File: src/rtl/nano_ctrl_pkg.sv
// Shared constants and types for the nano program sequencer.
// Opcode prefixes, register codes, bus selects and enable indices.
package nano_ctrl_pkg;

  typedef enum logic [1:0] {
    ST_RST,
    ST_RUN,
    ST_HALT
  } state_t;

  localparam logic       PFX_LD  = 1'b0;
  localparam logic [1:0] PFX_MV  = 2'b10;
  localparam logic [2:0] PFX_ALU = 3'b110;
  localparam logic [3:0] PFX_JMP = 4'b1110;

  localparam logic [3:0] JC_JMP = 4'd0;
  localparam logic [3:0] JC_JZ  = 4'd1;
  localparam logic [3:0] JC_JNZ = 4'd2;

  localparam logic [7:0] INSN_NOP  = 8'hF0;
  localparam logic [7:0] INSN_HALT = 8'hFF;

  localparam logic [2:0] CODE_X0 = 3'd0;
  localparam logic [2:0] CODE_X1 = 3'd1;
  localparam logic [2:0] CODE_Y0 = 3'd2;
  localparam logic [2:0] CODE_Y1 = 3'd3;
  localparam logic [2:0] CODE_O  = 3'd4;
  localparam logic [2:0] CODE_R  = 3'd4;
  localparam logic [2:0] CODE_M  = 3'd5;
  localparam logic [2:0] CODE_I  = 3'd6;
  localparam logic [2:0] CODE_DM = 3'd7;

  localparam logic [3:0] SEL_IMM   = 4'd8;
  localparam logic [3:0] SEL_IPINS = 4'd9;
  localparam logic [3:0] SEL_ZERO  = 4'd10;

  localparam int REN_X0 = 0;
  localparam int REN_X1 = 1;
  localparam int REN_Y0 = 2;
  localparam int REN_Y1 = 3;
  localparam int REN_R  = 4;
  localparam int REN_M  = 5;
  localparam int REN_I  = 6;
  localparam int REN_DM = 7;
  localparam int REN_O  = 8;

  // Destination code to one-hot register enable.
  function automatic logic [8:0] dst_en(
    input logic [2:0] ddd
  );
    logic [8:0] en;
    en = '0;
    unique case (ddd)
      CODE_X0: en[REN_X0] = 1'b1;
      CODE_X1: en[REN_X1] = 1'b1;
      CODE_Y0: en[REN_Y0] = 1'b1;
      CODE_Y1: en[REN_Y1] = 1'b1;
      CODE_O:  en[REN_O]  = 1'b1;
      CODE_M:  en[REN_M]  = 1'b1;
      CODE_I:  en[REN_I]  = 1'b1;
      CODE_DM: en[REN_DM] = 1'b1;
    endcase
    return en;
  endfunction

endpackage

File: src/rtl/nano_decoder.sv
// Combinational instruction decoder.
// Maps the instruction register to unit controls.
module nano_decoder
  import nano_ctrl_pkg::*;
(
  input  logic [7:0] ir,
  output logic [8:0] reg_en,
  output logic [3:0] source_sel,
  output logic       i_sel,
  output logic       x_sel,
  output logic       y_sel,
  output logic       is_jump,
  output logic [3:0] jump_cond,
  output logic       is_halt
);

  logic [2:0] mv_dst;
  logic [2:0] mv_src;
  logic       dm_use;

  assign mv_dst    = ir[5:3];
  assign mv_src    = ir[2:0];
  assign jump_cond = ir[3:0];

  always_comb begin
    reg_en     = '0;
    source_sel = SEL_ZERO;
    i_sel      = 1'b0;
    x_sel      = 1'b0;
    y_sel      = 1'b0;
    is_jump    = 1'b0;
    is_halt    = 1'b0;
    dm_use     = 1'b0;
    unique case (1'b1)
      ir[7] == PFX_LD: begin
        reg_en     = dst_en(ir[6:4]);
        source_sel = SEL_IMM;
      end
      ir[7:6] == PFX_MV: begin
        reg_en = dst_en(mv_dst);
        if (mv_src == mv_dst)
          source_sel = SEL_IPINS;
        else
          source_sel = {1'b0, mv_src};
        // i_pins substitution hides a dm source
        dm_use = (mv_dst == CODE_DM) ||
                 (source_sel == {1'b0, CODE_DM});
        if (dm_use) begin
          reg_en[REN_I] = 1'b1;
          i_sel = (mv_dst != CODE_I);
        end
      end
      ir[7:5] == PFX_ALU: begin
        reg_en[REN_R] = 1'b1;
        x_sel = ir[4];
        y_sel = ir[3];
      end
      ir[7:4] == PFX_JMP: begin
        is_jump = 1'b1;
      end
      ir == INSN_HALT: begin
        is_halt = 1'b1;
      end
      default: begin
      end
    endcase
  end

endmodule

File: src/rtl/program_sequencer.sv
// Fetch/sequence controller: pc, ir, run/halt FSM,
// two-word jump resolution for the 4-bit unit.
module program_sequencer
  import nano_ctrl_pkg::*;
#(
  parameter int unsigned     PC_W      = 8,
  parameter logic [PC_W-1:0] RESET_VEC = '0
) (
  input  logic            clk,
  input  logic            reset_n,
  output logic [PC_W-1:0] pm_addr,
  input  logic [7:0]      pm_data,
  input  logic            r_eq_0,
  input  logic            resume,
  output logic            sync_reset,
  output logic [3:0]      nibble_ir,
  output logic            i_sel,
  output logic            x_sel,
  output logic            y_sel,
  output logic [3:0]      source_sel,
  output logic [8:0]      reg_en,
  output logic            halted
);

  state_t          state, state_n;
  logic [PC_W-1:0] pc, pc_n;
  logic [7:0]      ir, ir_n;

  logic [8:0] dec_en;
  logic       is_jump;
  logic       is_halt;
  logic [3:0] jump_cond;
  logic       take;
  logic       run;

  nano_decoder u_dec (
    .ir         (ir),
    .reg_en     (dec_en),
    .source_sel (source_sel),
    .i_sel      (i_sel),
    .x_sel      (x_sel),
    .y_sel      (y_sel),
    .is_jump    (is_jump),
    .jump_cond  (jump_cond),
    .is_halt    (is_halt)
  );

  assign pm_addr   = pc;
  assign nibble_ir = ir[3:0];
  assign reg_en    = run ? dec_en : '0;

  always_comb begin
    take = 1'b0;
    unique case (jump_cond)
      JC_JMP:  take = 1'b1;
      JC_JZ:   take = r_eq_0;
      JC_JNZ:  take = !r_eq_0;
      default: take = 1'b0;
    endcase
  end

  always_ff @(posedge clk or negedge reset_n) begin
    if (!reset_n) begin
      state <= ST_RST;
      pc    <= RESET_VEC;
      ir    <= INSN_NOP;
    end else begin
      state <= state_n;
      pc    <= pc_n;
      ir    <= ir_n;
    end
  end

  always_comb begin
    state_n    = state;
    pc_n       = pc;
    ir_n       = ir;
    sync_reset = 1'b0;
    halted     = 1'b0;
    run        = 1'b0;
    unique case (state)
      ST_RST: begin
        sync_reset = 1'b1;
        state_n    = ST_RUN;
      end
      ST_RUN: begin
        run = 1'b1;
        if (is_halt) begin
          state_n = ST_HALT;
          ir_n    = INSN_NOP;
        end else if (is_jump) begin
          // pm_data holds the target word here
          ir_n = INSN_NOP;
          if (take)
            pc_n = PC_W'(pm_data);
          else
            pc_n = pc + PC_W'(1);
        end else begin
          ir_n = pm_data;
          pc_n = pc + PC_W'(1);
        end
      end
      ST_HALT: begin
        halted = 1'b1;
        if (resume)
          state_n = ST_RUN;
      end
      default: state_n = ST_RST;
    endcase
  end

endmodule

File: config.mk
export PLATFORM = sky130hd
export DESIGN_NAME = program_sequencer
export DESIGN_NICKNAME = d
export VERILOG_FILES = /design/src/rtl/nano_ctrl_pkg.sv /design/src/rtl/nano_decoder.sv /design/src/rtl/program_sequencer.sv
export SDC_FILE = /design/constraint.sdc
export NUM_CORES = 1
export LEC_CHECK = 0
export CAP_MARGIN = 10
export CORE_ASPECT_RATIO = 1.5
export CORE_UTILIZATION = 45
export DETAILED_ROUTE_END_ITERATION = 10
export PLACE_DENSITY = 0.78
export SLEW_MARGIN = 10
export SYNTH_ARGS = -nofsm -noshare
export SYNTH_HDL_FRONTEND = slang
export SYNTH_HIERARCHICAL = 1
export SYNTH_SLANG_ARGS = --single-unit
File: constraint.sdc
create_clock -name clk -period 2.7 [get_ports clk]
set_clock_uncertainty 0.2 [all_clocks]
set_input_delay 0.54 -clock clk [delete_from_list [all_inputs] [get_ports clk]]
set_output_delay 0.54 -clock clk [all_outputs]
set_load 0.05 [all_outputs]
# Word level (Yosys, flattened, before mapping)
# Index checks and enable logic that the tools add are counted.
# Widths: inputs -> output; s select.
[totals]
register_bits = 18
inputBits = 12
output_inout_bits = 30
elab_cells = 90
[op_classes]
addsub = 1
n_eq_ne = 27
mux = 49
bitwise = 2
n_reduce_logical = 8
[ops]
columns = ["op", "count"]
rows = [
  ["$mux 1", 35],
  ["$mux 8", 4],
  ["$eq 3x3->1 const B", 9],
  ["$pmux 4 s2", 3],
  ["$eq 3x2->1 const B", 4],
  ["$mux 9", 1],
  ["$add 8x1->8 const B", 1],
  ["$eq 8x8->1 const B", 1],
  ["$mux 4", 2],
  ["$eq 3x1->1 const B", 2],
  ["$logic_not 3->1", 2],
  ["$pmux 2 s3", 1],
  ["$eq 2x2->1 const B", 2],
  ["$eq 4x1->1 const B", 1],
  ["$eq 4x2->1 const B", 1],
  ["$eq 4x3->1 const B", 1],
  ["$eq 4x4->1 const B", 1],
  ["$logic_not 4->1", 1],
  ["$mux 2", 2],
  ["$ne 2x2->1 const B", 2],
  ["$reduce_and 2->1", 2],
  ["$eq 3x3->1", 1],
  ["$ne 3x3->1 const B", 1],
  ["$pmux 1 s3", 1],
  ["5 further kinds", 6],
]

# Longest topological paths before layout
# Gate-level depths: netlist of run 1.
[logic_depth]
depth_word = 8
depth_mapped = 7
depth_no_buf = 5

# By module
# Netlist of run 1, hierarchy kept.
[modules_own_cells]
columns = ["mod", "instances", "cells_per_inst", "area_each_um2", "seq_area_each_um2"]
rows = [
  ["program_sequencer", 1, 99, 1002.2, 455.4],
  ["nano_decoder", 1, 58, 351.6, 0.0],
]

# Worst setup path before layout of run 1
# No wires, ideal clock.
[synth_timing]
path_kind = "register -> output"
from = "reg ir[4]"
to = "out source_sel[0]"
arrival_ps = 1824
t_required_ps = 1960
setup_slack_ps = 136
path_stages_with_launch = 4
path_buffers = 0
cell_sequence = "dfstp_2 xor2_1 or3_4 a21oi_1"
[synth_between]
elab_chain_len = 4
[synth_rtl]
columns = ["element", "line", "rtl"]
rows = [
  ["start, declared", "program_sequencer.sv:27", "logic [7:0] ir, ir_n;"],
  ["start signal, assigned", "program_sequencer.sv:70", "ir <= ir_n;"],
  ["$eq 3x3->1", "nano_decoder.sv:41", "if (mv_src == mv_dst)"],
  ["$mux 4", "nano_decoder.sv:41", ""],
  ["$mux 4", "nano_decoder.sv:34", "unique case (1'b1)"],
  ["$pmux 4 s2", "nano_decoder.sv:34", ""],
  ["end, declared", "program_sequencer.sv:20", "output logic [3:0] source_sel,"],
]
# Every way passes these cells. The select of a mux whose other input is x is not followed.

# Worst setup path after layout of run 1
[layout_timing]
from = "reg ir[5]"
to = "out reg_en[5]"
[layout_between]
elab_chain_len = 5
elab_cells_between_ends = 7
cone_classes = "eq/ne: 2; mux: 5"
[layout_rtl]
columns = ["element", "line", "rtl"]
rows = [
  ["$eq 3x3->1", "nano_ctrl_pkg.sv:53", "unique case (ddd)"],
  ["$mux 1", "nano_ctrl_pkg.sv:53", ""],
  ["$mux 1", "nano_decoder.sv:34", ""],
  ["$pmux 4 s2 (*)", "nano_decoder.sv:34", ""],
  ["net dec_en[5]", "program_sequencer.sv:29", "logic [8:0] dec_en;"],
  ["$mux 9 (*)", "program_sequencer.sv:50", "assign reg_en = run ? dec_en : '0;"],
  ["end, declared", "program_sequencer.sv:21", "output logic [8:0] reg_en,"],
]
# The timed path passes the listed nets; every way through them passes the cells marked *. The select of a mux whose other input is x is not followed.

==> results of run 1 <==
==> how the worst max path moves through the flow <==
| stage | start | cells past startpoint | to | slack [ps] |
|---|---|---|---|---|
| 3_3_place_gp | r_eq_0 | 5 | pm_addr[7] | 350 |
| 2_1_floorplan | ir[4] | 3 | source_sel[0] | 140 |
| 6_report | ir[5] | 5 | reg_en[5] | 100 |
| 5_1_grt | ir[5] | 5 | reg_en[5] | 20 |
| 4_1_cts | ir[4] | 4 | source_sel[0] | 40 |
| 3_5_place_dp | ir[4] | 4 | source_sel[0] | 320 |
==> power groups by stage <==
| stage | clock, W | sequential [W] | combinational [W] |
|---|---|---|---|
| 3_3_place_gp | 0 | 0.000455 | 0.000745 |
| 3_5_place_dp | 0 | 0.000461 | 0.000759 |
| 6_report | 0.000224 | 0.000461 | 0.000771 |
| 5_1_grt | 0.000235 | 0.000474 | 0.000811 |
| 2_1_floorplan | 0 | 0.000645 | 0.000318 |
| 4_1_cts | 0.000225 | 0.000462 | 0.000763 |
==> layout make-up <==
cell class,count,area (sq um)
Fill cell,259,971
Multi-Input combinational cell,117,773
Timing Repair Buffer,49,556
Inverter,6,22.5
Clock buffer,4,55.1
Tap cell,39,48.8
Sequential cell,18,457
==> synth_stat cells (2+ instances only) <==
cell type,count
o22a_1,5
inv_1,6
nor4_1,2
nor2b_1,5
a2bb2oi_1,4
or3_1,3
a21oi_1,10
xor2_1,3
clkbuf_1,2
nor2_1,9
a22o_1,4
o21ai_0,6
buf_2,4
dfstp_2,4
nand2_1,13
buf_4,10
mux2i_1,7
and3_1,2
mux2_2,2
nor3b_1,3
nand4_1,2
nand3_1,6
and2_1,10
dfrtp_1,14
nand2b_1,4
==> metrics by stage <==
step / utilization (%) / std cells
floorplan: - / 157
global placement: 63.1 / 224
detailed placement: 63.1 / 224
CTS: 65.0 / 228
global route: 66.3 / 233
finish: 66.3 / 233
==> sequential cells by signal, summed over array words and instances (netlist names) <==
register  count
ir            8
pm_addr       8
state         2
==> critical path, delay by kind of cell, from the launching register on <==
kind                   cells  cell delay (ps)
DFF                        1              640
and+or+nand+nor            3              740
AOI/OAI and AO/OA          1               80
buffers and inverters      1              140
==> per-layer routing <==
metal	global-route usage (%)	vias to the layer above
met5	0	-
met4	8.25	0
met3	1.82	5
met2	40.1	51
met1	24.8	625
li1	-	628
==> logic make-up after synthesis <==
family          synth area share, %
buf+inv                        9.24
compound gates                 18.0
simple gates                   29.4
flops                          33.6
xor+xnor                       1.94
fa+ha+maj                     0.924
mux                            6.84
==> what timing repair did <==
item                                    in CTS  in global routing
gates resized for setup                      0                  1
endpoints found under the setup margin       0                  2
buffers inserted                             0                  5
==> cell usage in the layout (no fill, tap or decap), types with 4 or more instances in the layout <==
master / instances
clkdlybuf4s50_1: 25
buf_4: 14
nand2_1: 13
dfrtp_1: 13
and2_1: 10
a21oi_1: 10
buf_12: 10
nor2_1: 9
mux2i_1: 7
inv_1: 6
o21ai_0: 6
nand3_1: 6
nor2b_1: 5
o22a_1: 5
nand2b_1: 4
a22o_1: 4
a2bb2oi_1: 4
clkbuf_8: 4
dfstp_2: 4
==> qor.yml, run 1 <==
hold_buffers: 0
wl_met2_um: 1890
worstHoldEndpoint: "state[0]"
fin_ws_ps: 100
io_buffers: 41
total_power_w: 0.00146
worstPathMaxFanout: 11
ys_types: 42
grt_pass1_vias: 1198
io_pins: 42
ys_seq_area_share_pct: 33.6
hold_ws_ps: 368
critical_path_class: "flip-flop to output pin"
hp-class: "flip-flop to flip-flop"
slew_headroom_pct: 46.4
cts_tree: "yes"
dp_hpwl_um: 2440
yosysWarnings: 6
synth_top_cell_area_share_pct: 25.9
synth_top_area_cell: "dfrtp_1"
clk_pin_slew_ps: 70
grt_pass1_wl_um: 5400
p_seq_share_pct: 31.7
hold_start: "state[0]"
totalWireLength_um: 3340
fp.dieArea_sq_um: 3240
first_pass_iters: 4
powerDensity_nw_per_um2: 762
drv_cap: 0
grt.total_usage_pct: 22.1
setup_viol: 0
nets: 208
tns_ps: 0
dpl_cell_area_sq_um: 1820
syn_avg_cell_area_sq_um: 8.62
overflow: 0
synthCells: 157
internal_power_w: 0.000793
p_clk_share_pct: 15.4
crit_chain: "nand2_1 > or4_1 > o31ai_1 > and2_1 > buf_12"
slowest_stage: "dfstp_2"
power_leakage_nw: 0.852
synth_edf_count: 0
r2r-start: "ir[5]"
max_stage_delay_ps: 640
synth_ff_type: "dfrtp_1"
cts_buffers: 3
fp.coreArea_sq_um: 2880
cts_root_buffer: "clkbuf_8"
clock-sinks: 18
drtIter0Drc: 46
wl_met3_um: 152
cp-start-kind: "flip-flop"
finalInstanceArea_sq_um: 1910
grt_max_degree: 20
syn2layout_area_growth_pct: 41.2
hold_viol_final: 0
antenna_found_initial: 0
place_ws_ps: 324
die_w_um: 46.8
wire_per_inst_um: 14.3
timing.reg2reg.setup_slack_ps: 390
antenna_cells: 0
status: "finished, final reports clean"
place_congestion: 0.820
maxUsedRoutingLayer: "met4"
crit_path_end_kind: "output pin"
clkLatencyLatePin_ps: 260
peakVddDrop_mv: 0.802
cts_buffer_depth: 2
rows: 24
p_sw_share_pct: 45.6
reg2reg_depth: 5
pwr-share-comb_pct: 52.9
timing.final.crit_share_pct: 96.3
worstMarginPinSlew_ps: 802
post_drt_via_cell_ratio: 5.62
ys_ff_latch: 18
syn_area_sq_um: 1350
met1_length_um: 1240
syn-num-nets: 170
routed-via-count: 1309
slew_viol_final: 0
start_util_pct: 47.0
h-tree-depth: 1
r2r_end: "pm_addr[7]"
async_flop_share_pct: 100
drive_above_1_share_pct: 20.6
drc: 0
clock.fmax_mhz: 385
yosys-top-cells-area: "dfrtp_1 26%, dfstp_2 7.8%, buf_4 5.5%, mux2i_1 5.2%, and2_1 4.6%"
power_switching_w: 0.000664
ant_nets: 0
hold-path-cell-count: 1
worst-endpoint-required_ps: 1960
crit_arrival_ps: 1860
period_needed_ps: 2600
rsz0062_at_grt: "no"
die_y_um: 69.2
Power figures use the tool's default switching activity.
==> inputs of run 2 (changes only) <==
--- a/config.mk
+++ b/config.mk
@@ -10,6 +10,8 @@
 export CORE_UTILIZATION = 45
 export DETAILED_ROUTE_END_ITERATION = 10
 export PLACE_DENSITY = 0.78
+export SETUP_SLACK_MARGIN = 0.5
+export SKIP_LAST_GASP = 1
 export SLEW_MARGIN = 10
 export SYNTH_ARGS = -nofsm -noshare
 export SYNTH_HDL_FRONTEND = slang
==> run 2 against run 1 <==
Critical path depth did not move. Die area unchanged. Combinational power rose by 5.8%. Power increased by 3.1%. Hold slack better by 4.7 ps. Flip-flop and latch count is the same. Via count grew 9.0%. Sequential power about the same.
==> qor.yml, run 2 (same netlist as run 1, synthesis figures left out) <==
start_util_pct: 47.0  # unchanged
cts_root_buffer: "clkbuf_8"
slew_viol_final: 0  # unchanged
grt_max_degree: 19  # -5.0%
wire_per_inst_um: 17.2  # +20%
regArea_sq_um: 457  # unchanged
drive_above_1_share_pct: 39.5  # +19 points
overflow: 0  # unchanged
p_clk_share_pct: 15.0  # -0.4 points
cts_buffers: 3  # unchanged
clock.fmax_mhz: 391  # +1.6%
dp_hpwl_um: 2490  # +2.0%
cts_tree: "yes"
drv_cap: 0  # unchanged
hold_ws_ps: 373  # +4.75 ps
cts_buffer_depth: 2  # unchanged
totalWireLength_um: 4370  # +31%
drtIter0Drc: 33  # -28%
syn2layout_area_growth_pct: 64.4
critical_path_class: "flip-flop to output pin"
h-tree-depth: 1  # unchanged
first_pass_iters: 4  # unchanged
grt.total_usage_pct: 25.7  # +3.6 points
timing.reg2reg.setup_slack_ps: 330  # -60 ps
crit_arrival_ps: 1820  # -40 ps
tns_ps: 0  # unchanged
worst-endpoint-required_ps: 1960  # about the same
die_y_um: 69.2  # unchanged
post_drt_via_cell_ratio: 5.62  # about the same
drc: 0  # unchanged
power_leakage_nw: 1.02  # +19%
rsz0062_at_grt: "yes"
routed-via-count: 1427  # +9.0%
worstMarginPinSlew_ps: 809  # +7.63 ps
slew_headroom_pct: 45.9  # -0.51 points
dpl_cell_area_sq_um: 1840  # +1.0%
grt_pass1_wl_um: 6100  # +13%
worstPathMaxFanout: 5  # -6
antenna_found_initial: 0  # unchanged
die_w_um: 46.8  # unchanged
io_buffers: 41  # unchanged
multi_input_area_sq_um: 911  # +18%
nets: 229  # +10%
fin_cells: 254  # +9.0%
most-common-layout-cells: "26 x buf_4, 13 x dfrtp_1, 12 x dlygate4sd2_1, 11 x clkdlybuf4s50_1"
ant_nets: 0  # unchanged
fp.dieArea_sq_um: 3240  # unchanged
layout_commonest_cell: "buf_4"
cp-start-kind: "flip-flop"
p_seq_share_pct: 30.7  # -1.0 points
antenna_cells: 0  # unchanged
clock-sinks: 18  # unchanged
status: "finished, final reports clean"
finalInstanceArea_sq_um: 2230  # +16%
total_power_w: 0.00150  # +3.1%
p_sw_share_pct: 46.9  # +1.3 points
peakVddDrop_mv: 0.699  # -13%
dp.cells: 224  # unchanged
setup_viol: 0  # unchanged
place_congestion: 0.829  # +1.1%
grt_pass1_vias: 1417  # +18%
internal_power_w: 0.000797  # +0.59%
fp.coreArea_sq_um: 2880  # unchanged
clk_pin_slew_ps: 70  # about the same
timing.final.crit_share_pct: 94.8  # -1.5 points
rows: 24  # unchanged
clkLatencyLatePin_ps: 260  # about the same
hold_viol_final: 0  # unchanged
crit_path_end_kind: "output pin"
pwr-share-comb_pct: 54.3  # +1.4 points
powerDensity_nw_per_um2: 675  # -11%
io_pins: 42  # unchanged
num-fill-cells: 209  # -19%
period_needed_ps: 2560  # -39.7 ps
power_switching_w: 0.000705  # +6.2%
hp-class: "flip-flop to flip-flop"
## run 2: power by group through the flow
stage | Clock, W | Sequential [W] | Combinational, W
6_report | 0.000225 | 0.000461 | 0.000816
5_1_grt | 0.000237 | 0.000471 | 0.000856
4_1_cts | 0.000229 | 0.000457 | 0.000772
3_5_place_dp | 0 | 0.000468 | 0.000763
3_3_place_gp | 0 | 0.000459 | 0.000745
2_1_floorplan | 0 | 0.000645 | 0.000323
## run 2: timing repair
| item | 4_1_cts | 5_1_grt |
|---|---|---|
| hold buffers | 0 | 0 |
| gates cloned | 1 | 0 |
| hold endpoints to repair | 0 | 0 |
| buffers inserted | 12 | 13 |
| resized for setup | 31 | 22 |
| setup endpoints to repair | 35 | 29 |
| pin swaps | 2 | 4 |
## run 2: final cells by class
type,count,area share [%]
tap,39,2.19
sequential,18,20.5
inverter,6,1.01
timing repair buffer,70,32.9
multi-input combinational,117,40.9
clock buffer,4,2.47
## run 2: path summary, 6_finish.rpt
kind                             from    endpoint  cells past startpoint
max in group asynchronous     reset_n       ir[3]                      1
max                             ir[5]   reg_en[5]                      5
min in group asynchronous     reset_n  pm_addr[3]                      1
max reg2reg                     ir[4]       ir[0]                      6
min                        pm_addr[7]  pm_addr[7]                      1
min reg2reg                pm_addr[7]  pm_addr[7]                      1
## run 2: per-layer routing
| layer | wire length, um | share of wire [%] | up-vias | track usage [%] |
|---|---|---|---|---|
| met2 | 2570 | 59 | 54 | 46.8 |
| met4 | 68 | 1.6 | 0 | 12.7 |
| met3 | 173 | 4.0 | 7 | 2.60 |
| met1 | 1560 | 36 | 699 | 26.6 |
| li1 | - | - | 667 | - |
| met5 | 0 | 0 | - | 0 |
## run 2: stage by stage
step / worst slack (ps) / utilization [%]
6_report: 140 / 77.2
4_1_cts: 230 / 70.7
2_1_floorplan: 441 / -
3_5_place_dp: 330 / 63.7
5_1_grt: 105 / 77.2
3_3_place_gp: 360 / 63.7
## run 2: critical path: stages, from the launching register on
cell and delay (ps):
dfstp_2 610, nand2_4 80, or4_4 440, o31ai_2 90, and2_4 200, buf_12 130
